$ cat config.mk
export PLATFORM = sky130hd
export DESIGN_NAME = pipe_hazard_ctrl
export DESIGN_NICKNAME = d
export VERILOG_FILES = /design/src/rtl/pipe_hazard_ctrl.sv
export SDC_FILE = /design/constraint.sdc
export NUM_CORES = 1
export LEC_CHECK = 0
export ABC_AREA = 1
export CAP_MARGIN = 5
export CORE_MARGIN = 2
export CORE_UTILIZATION = 46
export CTS_CLUSTER_SIZE = 24
export DETAILED_ROUTE_END_ITERATION = 8
export MAX_ROUTING_LAYER = met4
export PLACE_DENSITY_LB_ADDON = 0.12
export SYNTH_ARGS = -nofsm -noshare
export SYNTH_HDL_FRONTEND = slang
export SYNTH_SLANG_ARGS = --single-unit
export TNS_END_PERCENT = 50
$ cat constraint.sdc
create_clock -name clk -period 3.7 [get_ports clk]
set_clock_uncertainty 0.1 [all_clocks]
set_input_delay 0.74 -clock clk [delete_from_list [all_inputs] [get_ports clk]]
set_output_delay 0.74 -clock clk [all_outputs]
set_load 0.05 [all_outputs]
$ cat src/rtl/pipe_hazard_ctrl.sv
// Stall/flush sequencer for the 5-stage pipeline: load-use, redirect, fetch and data-memory waits.
// Optional perf counters (stall_cycles, flush_events) are enabled by defining PIPE_CTRL_PERF_EN.
module pipe_hazard_ctrl #(
  parameter int unsigned MEM_TIMEOUT = 64,
  parameter int unsigned CNT_W       = 32
) (
  input  logic             clk,
  input  logic             rst,
  input  logic [4:0]       id_rs1,
  input  logic [4:0]       id_rs2,
  input  logic             id_use_rs1,
  input  logic             id_use_rs2,
  input  logic [4:0]       ex_rd,
  input  logic             ex_mem_read,
  input  logic             ex_branch_taken,
  input  logic             imem_ready,
  input  logic             mem_req,
  input  logic             dmem_ready,
  output logic             pc_stall,
  output logic             ifid_stall,
  output logic             ifid_flush,
  output logic             idex_stall,
  output logic             idex_flush,
  output logic             exmem_stall,
  output logic             memwb_flush,
  output logic             halted,
  output logic             mem_timeout
`ifdef PIPE_CTRL_PERF_EN
  ,
  output logic [CNT_W-1:0] stall_cycles,
  output logic [CNT_W-1:0] flush_events
`endif
);

  localparam int unsigned WCW = (MEM_TIMEOUT < 1) ? 1 : $clog2(MEM_TIMEOUT + 1);
  localparam logic [WCW-1:0] TMO = WCW'(MEM_TIMEOUT);

  typedef enum logic [1:0] {RUN, MEM_WAIT, ERR} state_t;

  state_t         state, state_nxt;
  logic [WCW-1:0] wait_cnt, wait_cnt_nxt;
  logic           timeout_q;
  logic           mem_frozen;
  logic           load_use;

  if (CNT_W == 0) begin : g_bad_cnt_w
    $error("CNT_W must be nonzero");
  end

  always_ff @(posedge clk) begin
    if (rst) begin
      state     <= RUN;
      wait_cnt  <= '0;
      timeout_q <= 1'b0;
    end else begin
      state    <= state_nxt;
      wait_cnt <= wait_cnt_nxt;
      if (state_nxt == ERR) timeout_q <= 1'b1;
    end
  end

  always_comb begin
    state_nxt    = state;
    wait_cnt_nxt = wait_cnt;
    case (state)
      RUN: begin
        if (mem_req && !dmem_ready) begin
          state_nxt    = MEM_WAIT;
          wait_cnt_nxt = WCW'(1);
        end
      end
      MEM_WAIT: begin
        if (dmem_ready) begin
          state_nxt    = RUN;
          wait_cnt_nxt = '0;
        end else if (MEM_TIMEOUT != 0 && wait_cnt == TMO) begin
          state_nxt = ERR;
        end else if (wait_cnt < TMO) begin
          wait_cnt_nxt = wait_cnt + 1'b1;
        end
      end
      default: ;
    endcase
  end

  // The entry cycle (RUN with an unready access) already freezes the pipe.
  assign mem_frozen = !dmem_ready &&
                      ((state == MEM_WAIT) || (state == RUN && mem_req));

  assign load_use = ex_mem_read && (ex_rd != '0) &&
                    ((id_use_rs1 && id_rs1 == ex_rd) ||
                     (id_use_rs2 && id_rs2 == ex_rd));

  always_comb begin
    pc_stall    = 1'b0;
    ifid_stall  = 1'b0;
    ifid_flush  = 1'b0;
    idex_stall  = 1'b0;
    idex_flush  = 1'b0;
    exmem_stall = 1'b0;
    memwb_flush = 1'b0;
    halted      = 1'b0;
    if (rst) begin
      ifid_flush  = 1'b1;
      idex_flush  = 1'b1;
      memwb_flush = 1'b1;
    end else if (state == ERR) begin
      pc_stall    = 1'b1;
      ifid_stall  = 1'b1;
      idex_stall  = 1'b1;
      exmem_stall = 1'b1;
      halted      = 1'b1;
    end else if (mem_frozen) begin
      pc_stall    = 1'b1;
      ifid_stall  = 1'b1;
      idex_stall  = 1'b1;
      exmem_stall = 1'b1;
      memwb_flush = 1'b1;
    end else if (ex_branch_taken) begin
      ifid_flush = 1'b1;
      idex_flush = 1'b1;
    end else if (load_use) begin
      pc_stall   = 1'b1;
      ifid_stall = 1'b1;
      idex_flush = 1'b1;
    end else if (!imem_ready) begin
      pc_stall   = 1'b1;
      ifid_flush = 1'b1;
    end
  end

  assign mem_timeout = timeout_q;

`ifdef PIPE_CTRL_PERF_EN
  logic redirect_evt;
  assign redirect_evt = !rst && (state != ERR) && !mem_frozen && ex_branch_taken;

  always_ff @(posedge clk) begin
    if (rst) begin
      stall_cycles <= '0;
      flush_events <= '0;
    end else if (state != ERR) begin
      if (pc_stall)     stall_cycles <= stall_cycles + 1'b1;
      if (redirect_evt) flush_events <= flush_events + 1'b1;
    end
  end
`endif

endmodule
Word level (Yosys, flattened, before mapping)
Index checks and enable logic that the tools add are counted.

storage, ports and cells
  register bits = 10
  latch bits = 0
  memory bits (writable) = 0
  bits in read-only memories = 0
  bits of input ports = 24
  output and inout port bits = 9
  word-level logic and storage cells = 64
  memories = 0

operators by class
  add/sub/neg operators = 1
  multiply operators = 0
  divide/modulo/power cells = 0
  magnitude comparators = 1
  equality and inequality tests = 9
  shift-type cells = 0
  muxes and demuxes = 36
  bitwise gates (word level) = 0
  reduce and logical (&&, ||, !) cells = 14

operator list
  operator                                              count
  2-to-1 mux 7 bit                                      4
  2-to-1 mux 1 bit                                      27
  one-hot mux 7 bit (2 select lines)                    1
  equality test 5 bit                                   2
  adder 7 x 1 -> 7 bit (second input constant)          1
  equality test 7 bit (second input constant)           1
  logical AND 1 bit                                     7
  less-than comparator 7 bit (second input constant)    1
  2-to-1 mux 2 bit                                      3
  inequality test 3 bit (second input constant)         2
  nonzero test 5 bit                                    1
  equality test 2 bit (second input constant)           2
  one-hot mux 2 bit (2 select lines)                    1
  AND reduction 4 bit                                   1
  equality test 2 x 1 -> 1 bit (second input constant)  1
  zero test 2 bit                                       1
  logical OR 1 bit                                      2
  inequality test 2 bit (second input constant)         1
  nonzero test 2 bit                                    1
  zero test 1 bit                                       1

Depth between registers and ports, before layout
Gate-level depths: netlist (run 1).

  depth in word-level cells = 9
  depth in mapped cells = 10
  gate-level depth less buffers = 10

Worst setup path before layout (run 1)
Ideal clock, no wire load.

  path kind = input -> output
  start point = input port ex_rd[2]
  end point = output port ifid_flush
  arrival = 1.902 ns
  required time = 2.860 ns
  setup slack = 0.958 ns
  stages on the path = 7
  buffers on the path = 0
  cell sequence = inv_1 nand4_1 o21ai_0 inv_1 nand3_1 nand2_2 nor2_2

on the way
  word-level cells in the longest chain between the ends = 9
  elaborated cells on any way between the ends = 13
  those cells by class = eq/ne: 2; mux: 5; reduce/logical: 6

ends and longest elaborated chain
  what                                    RTL line  RTL
  start, declared                         13        input logic [4:0] ex_rd,
  equality test 5 bit (on tied branches)  91, 92
  logical AND 1 bit (on tied branches)    91, 92
  logical OR 1 bit                        91        ((id_use_rs1 && id_rs1 == ex_rd) ||
  logical AND 1 bit *                     90        assign load_use = ex_mem_read && (ex_rd != '0) &&
  2-to-1 mux 1 bit *                      122       end else if (load_use) begin
  2-to-1 mux 1 bit *                      119       end else if (ex_branch_taken) begin
  2-to-1 mux 1 bit *                      113       end else if (mem_frozen) begin
  2-to-1 mux 1 bit *                      107       end else if (state == ERR) begin
  2-to-1 mux 1 bit *                      103       if (rst) begin
  end, declared                           21        output logic ifid_flush,

Mark *: on every way between the ends. The rest lies on a longest branch, timed or not.

Final worst setup path (run 1)
  start point = input port dmem_ready
  end point = output port memwb_flush

on the way
  word-level cells in the longest chain between the ends = 5

ends and longest elaborated chain
  what               RTL line  RTL
  start, declared    18        input logic dmem_ready,
  zero test 1 bit    87        assign mem_frozen = !dmem_ready &&
  logical AND 1 bit  87
  2-to-1 mux 1 bit   113
  2-to-1 mux 1 bit   107
  2-to-1 mux 1 bit   103
  end, declared      25        output logic memwb_flush,

No other way between the ends.

==> flow_summary.ini, run 1 <==
[status]
run_status = finished, final reports clean

[cells_and_area]
final_common_cell = sky130_fd_sc_hd__nand2_1
final_cell_mix = sky130_fd_sc_hd__nand2_1 (45), sky130_fd_sc_hd__inv_1 (26), sky130_fd_sc_hd__clkdlybuf4s50_1 (26)
final_layout_size_suffix_gt1_share_pct = 14.9
number_of_inserted_diodes = 0
fin_nets = 209
area_growth_pct = 43.3

[floorplan]
die_width_um = 47.5
die_area_um2 = 2250
design.core.area_um2 = 1750
floorplan.initialDensity_pct = 49.8
die_extent_in_y_um = 47.5
io_pins = 33
fp-row-count = 15

[sta]
min_period_ps = 3330
layout_setup_ws_ps = 373
final-setup-viol-count = 0
rsz0062_at_grt = no
report.final.hold_viol_count = 0
post-route-period-util_pct = 89.9
max_slew.worst_pin.slew_ps = 501
max-slew-margin-rel_pct = 66.5
fmax_mhz = 301
totalNegativeSetupSlack_ps = 0
timing.final.max_slew_violations = 0

[cts]
clkSinkCount = 10
postCtsSetupBuffers = 0
cts_resized = 0
cts_tree = done
htree_levels = 1
ctsHoldBuffers = 0
worstSkewPairLatency_ps = 270
tritoncts.num_buffers = 3
clockBufferDepth = 2
root_buffer = sky130_fd_sc_hd__clkbuf_4
clk_pin_slew_ps = 60

[critical_path]
timing.reg2reg.setup_slack_ps = 2330
critical_path.startpoint = dmem_ready
criticalPathCategory = input pin to output pin
timing.critical_path.fanout_max = 5
cp-start-kind = input pin
worst_setup_ep = memwb_flush
arrival_ps = 2490
r2r-start = state[0]
endpoint_of_the_lowest_slack_register_to_register_path = wait_cnt[2]
crit_path_end_kind = output pin
required_ps = 2860
reg2regPathDepth = 8

[logic_synthesis]
synth_seq_area_share_pct = 23.0
synth_top_cells_by_area = sky130_fd_sc_hd__dfxtp_1 (23%), sky130_fd_sc_hd__nand2_1 (19%), sky130_fd_sc_hd__inv_1 (11%)
synth_cells = 147
synth.cell_area_um2 = 870
synth.net_count = 173
post_synth_num_cell_types = 24
yosys.area.top_type = sky130_fd_sc_hd__dfxtp_1
synth.ff_latch_count = 10
synth_top_area_share_pct = 23.0
synth_area_per_cell_um2 = 5.92
yosys_warnings = 0

[placed_design]
place.detailed.hpwl_um = 1800
place.gp.congestion = 0.925
place_worst_setup_slack_ps = 371
portBuffers = 32

[routing]
final_antenna_net_count = 0
num_vias = 973
drt_iter0_markers = 18
detail_route.drc_violations = 0
detail_route.first_pass.iterations = 4
totalWireLength_um = 2130
vias_per_cell = 4.72
drt-wirelength-per-cell_um = 10.3

[global_route]
grt_pass1_wl_um = 3440
initial_antenna_violation_count = 0
largest_net_degree_at_the_start_of_global_routing = 8
via_count_of_the_first_global_routing_pass = 876
grt_use_total_pct = 22.8
globalRouteOverflowTotal = 0

[hold_path]
timing.hold.worst.class = flip-flop to flip-flop

[pwr]
power_density_nw_per_um2 = 241
design_power_total_mw = 0.301
pleak_nw = 0.620
irDropWorstVdd_mv = 0.177

[job]
drv.max_cap_violation_count = 0
==> layer usage <==
metal	track usage [%]	wire [um]	vias to the layer above
li1	-	-	519
met1	23.7	880	421
met2	39.7	1080	28
met3	7.17	137	5
met4	8.89	32	0
met5	-	0	-
==> synthesized netlist by cell type <==
| cell | count |
|---|---|
| sky130_fd_sc_hd__ha_1 | 2 |
| sky130_fd_sc_hd__nand3_1 | 10 |
| sky130_fd_sc_hd__o21ai_1 | 4 |
| sky130_fd_sc_hd__nor2_1 | 17 |
| sky130_fd_sc_hd__nand2_1 | 45 |
| sky130_fd_sc_hd__inv_1 | 26 |
| sky130_fd_sc_hd__nand2_2 | 2 |
| sky130_fd_sc_hd__nor2_2 | 1 |
| sky130_fd_sc_hd__nand4_1 | 3 |
| sky130_fd_sc_hd__nand4_4 | 1 |
| sky130_fd_sc_hd__a21oi_1 | 3 |
| sky130_fd_sc_hd__inv_2 | 4 |
| sky130_fd_sc_hd__o21ai_2 | 1 |
| sky130_fd_sc_hd__buf_4 | 1 |
| sky130_fd_sc_hd__nor3_1 | 5 |
| sky130_fd_sc_hd__a31oi_1 | 1 |
| sky130_fd_sc_hd__nor2_8 | 1 |
| sky130_fd_sc_hd__dfxtp_1 | 10 |
| sky130_fd_sc_hd__o21ai_0 | 2 |
| sky130_fd_sc_hd__inv_4 | 2 |
| sky130_fd_sc_hd__a21oi_2 | 3 |
| sky130_fd_sc_hd__a21oi_4 | 1 |
| sky130_fd_sc_hd__nor2_4 | 1 |
| sky130_fd_sc_hd__nand2_4 | 1 |
==> through the flow <==
stage | instances | hold WS [ps] | instance area [um^2] | utilization (%)
after floorplan | 147 | 350 | 870 | -
final | 206 | 401 | 1250 | 71.4
after global routing | 206 | 429 | 1250 | 71.4
after detailed placement | 203 | 360 | 1220 | 70.1
after global placement | 203 | 373 | 1220 | 70.1
after CTS | 206 | 410 | 1250 | 71.4
==> cell type report <==
cell class | instances | area, um^2
Clock buffer | 3 | 22.5
Fill cell | 160 | 499
Inverter | 32 | 125
Multi-Input combinational cell | 104 | 537
Sequential cell | 10 | 200
Tap cell | 25 | 31.3
Timing Repair Buffer | 32 | 330
==> worst min-delay path by stage <==
| stage | start | end | slack [ps] | cells past startpoint |
|---|---|---|---|---|
| 6_report | wait_cnt[5] | wait_cnt[5] | 400 | 2 |
| 5_1_grt | mem_timeout | mem_timeout | 430 | 2 |
| 4_1_cts | wait_cnt[5] | wait_cnt[5] | 410 | 2 |
| 3_5_place_dp | mem_timeout | mem_timeout | 360 | 2 |
| 3_3_place_gp | mem_timeout | mem_timeout | 370 | 2 |
| 2_1_floorplan | wait_cnt[1] | wait_cnt[1] | 350 | 2 |
==> report_power, final <==
group          leakage [nW]  internal, mW  switching, mW
combinational         0.526        0.0505         0.0635
clock                0.0138        0.0377         0.0379
sequential           0.0809         0.110        0.00173
total                 0.620         0.198          0.103
==> worst max-delay path, stage by stage <==
cell	delay [ps]
sky130_fd_sc_hd__clkdlybuf4s50_1	500
sky130_fd_sc_hd__inv_1	180
sky130_fd_sc_hd__nand4_4	140
sky130_fd_sc_hd__nand3_1	120
sky130_fd_sc_hd__clkdlybuf4s50_1	800
==> registers in the layout, indices dropped and copies added (netlist names) <==
name and flops:
mem_timeout 1, state 2, wait_cnt 7
==> kinds of logic (layout without fill, tap and decap cells) <==
kind of cell | after synthesis | after routing | share of synthesized area, %
adder cells (fa/ha/maj) | 2 | 2 | 2.88
flip-flops | 10 | 10 | 23.0
buffers and inverters | 33 | 67 | 15.3
AND/OR/NAND/NOR | 87 | 87 | 47.1
AO/OA/AOI/OAI | 15 | 15 | 11.8
No activity file was read; power rests on OpenSTA's default activity.
==> inputs of run 2 (changes only) <==
Settings changed: CORE_MARGIN 2 to 1.
==> flow_summary.ini, run 2 (synthesis gave the netlist of run 1 again) <==
[status]
run_status = finished, final reports clean

[global_route]
initial_antenna_violation_count = 0
largest_net_degree_at_the_start_of_global_routing = 8
globalRouteOverflowTotal = 0
grt_pass1_wl_um = 3450
grt_use_total_pct = 23.5
via_count_of_the_first_global_routing_pass = 877

[cts]
tritoncts.num_buffers = 3
root_buffer = sky130_fd_sc_hd__clkbuf_4
htree_levels = 1
clk_pin_slew_ps = 70
cts_resized = 0
postCtsSetupBuffers = 0
cts_tree = done
worstSkewPairLatency_ps = 260
clockBufferDepth = 2
ctsHoldBuffers = 0
clkSinkCount = 10

[cells_and_area]
largest_register = wait_cnt
final_layout_size_suffix_gt1_share_pct = 14.9
final_cell_mix = sky130_fd_sc_hd__nand2_1 (45), sky130_fd_sc_hd__inv_1 (26), sky130_fd_sc_hd__clkdlybuf4s50_1 (26)
final_common_cell = sky130_fd_sc_hd__nand2_1
area_growth_pct = 43.3
number_of_inserted_diodes = 0
largest_reg_flops = 7
utilization_pct = 71.4
fin_nets = 209

[floorplan]
die_extent_in_y_um = 45.5
floorplan.initialDensity_pct = 49.8
die_width_um = 45.5
fp-row-count = 15
io_pins = 33
die_area_um2 = 2070
design.core.area_um2 = 1750

[pwr]
clock_power_share_pct = 25.2
power.net_switching_mw = 0.104
power.combinational.fraction_pct = 38.0
power.switching_fraction_pct = 34.5
intPower_mw = 0.198
sequentialPowerShare_pct = 36.9
pleak_nw = 0.620
power_density_nw_per_um2 = 242
irDropWorstVdd_mv = 0.187

[critical_path]
cp-start-kind = input pin
required_ps = 2860
arrival_ps = 2500
timing.critical_path.fanout_max = 5
crit_path_end_kind = output pin
criticalPathCategory = input pin to output pin

[sta]
report.final.hold_viol_count = 0
rsz0062_at_grt = no
fmax_mhz = 299
timing.hold.ws_ps = 381
final-setup-viol-count = 0
post-route-period-util_pct = 90.3
max-slew-margin-rel_pct = 66.6
layout_setup_ws_ps = 357
min_period_ps = 3340
timing.final.max_slew_violations = 0
totalNegativeSetupSlack_ps = 0
max_slew.worst_pin.slew_ps = 500

[routing]
totalWireLength_um = 2200
drt-wirelength-per-cell_um = 10.7
num_vias = 996
detail_route.drc_violations = 0
final_antenna_net_count = 0
drt_iter0_markers = 20
detail_route.first_pass.iterations = 4
vias_per_cell = 4.83

[placed_design]
portBuffers = 32
place_worst_setup_slack_ps = 363
place.gp.congestion = 0.949
place.detailed.hpwl_um = 1760

[job]
drv.max_cap_violation_count = 0

[hold_path]
timing.hold.worst.class = flip-flop to flip-flop
==> run 2: metal layers <==
| layer | wire length, um | vias to the layer above | track usage [%] |
|---|---|---|---|
| li1 | - | 526 | - |
| met1 | 884 | 427 | 23.9 |
| met2 | 1130 | 39 | 44.0 |
| met3 | 163 | 4 | 6.75 |
| met4 | 19 | 0 | 4.85 |
| met5 | 0 | - | - |
==> run 2: area by class of cell <==
cell class	count	area (um^2)
multi-input combinational	104	537
fill	162	499
timing repair buffer	32	330
sequential	10	200
inverter	32	125
tap	25	31.3
clock buffer	3	22.5
==> run 2: metrics by stage <==
stage | cell area, um^2 | cells | total power [mW]
after floorplan | 870 | 147 | 0.177
after global placement | 1220 | 203 | 0.226
after detailed placement | 1220 | 203 | 0.228
after CTS | 1250 | 206 | 0.302
after global routing | 1250 | 206 | 0.315
final | 1250 | 206 | 0.302
==> run 2: path summary, 6_finish.rpt <==
kind | to | start | cells after the start | slack [ps]
worst max register to register | wait_cnt[2] | state[0] | 8 | 2320
worst min register to register | mem_timeout | mem_timeout | 2 | 380
worst max-delay path | memwb_flush | dmem_ready | 5 | 360
worst min-delay path | mem_timeout | mem_timeout | 2 | 380
==> run 2: power by group through the flow <==
stage          clock network, mW  logic (mW)  registers (mW)
2_1_floorplan                  0      0.0637           0.113
3_3_place_gp                   0       0.112           0.114
3_5_place_dp                   0       0.114           0.114
4_1_cts                   0.0752       0.115           0.111
5_1_grt                   0.0801       0.124           0.111
6_report                  0.0760       0.115           0.111
==> run 2: critical path, stage by stage <==
cell and delay, ps:
sky130_fd_sc_hd__clkdlybuf4s50_1 510, sky130_fd_sc_hd__inv_1 180, sky130_fd_sc_hd__nand4_4 140, sky130_fd_sc_hd__nand3_1 130
sky130_fd_sc_hd__clkdlybuf4s50_1 810
==> inputs of run 3 (changes only) <==
Settings changed: ABC_CLOCK_PERIOD_IN_PS set to 3700.
==> results of run 3 <==
Final layout, timing and power as in run 2 (identical DEF).
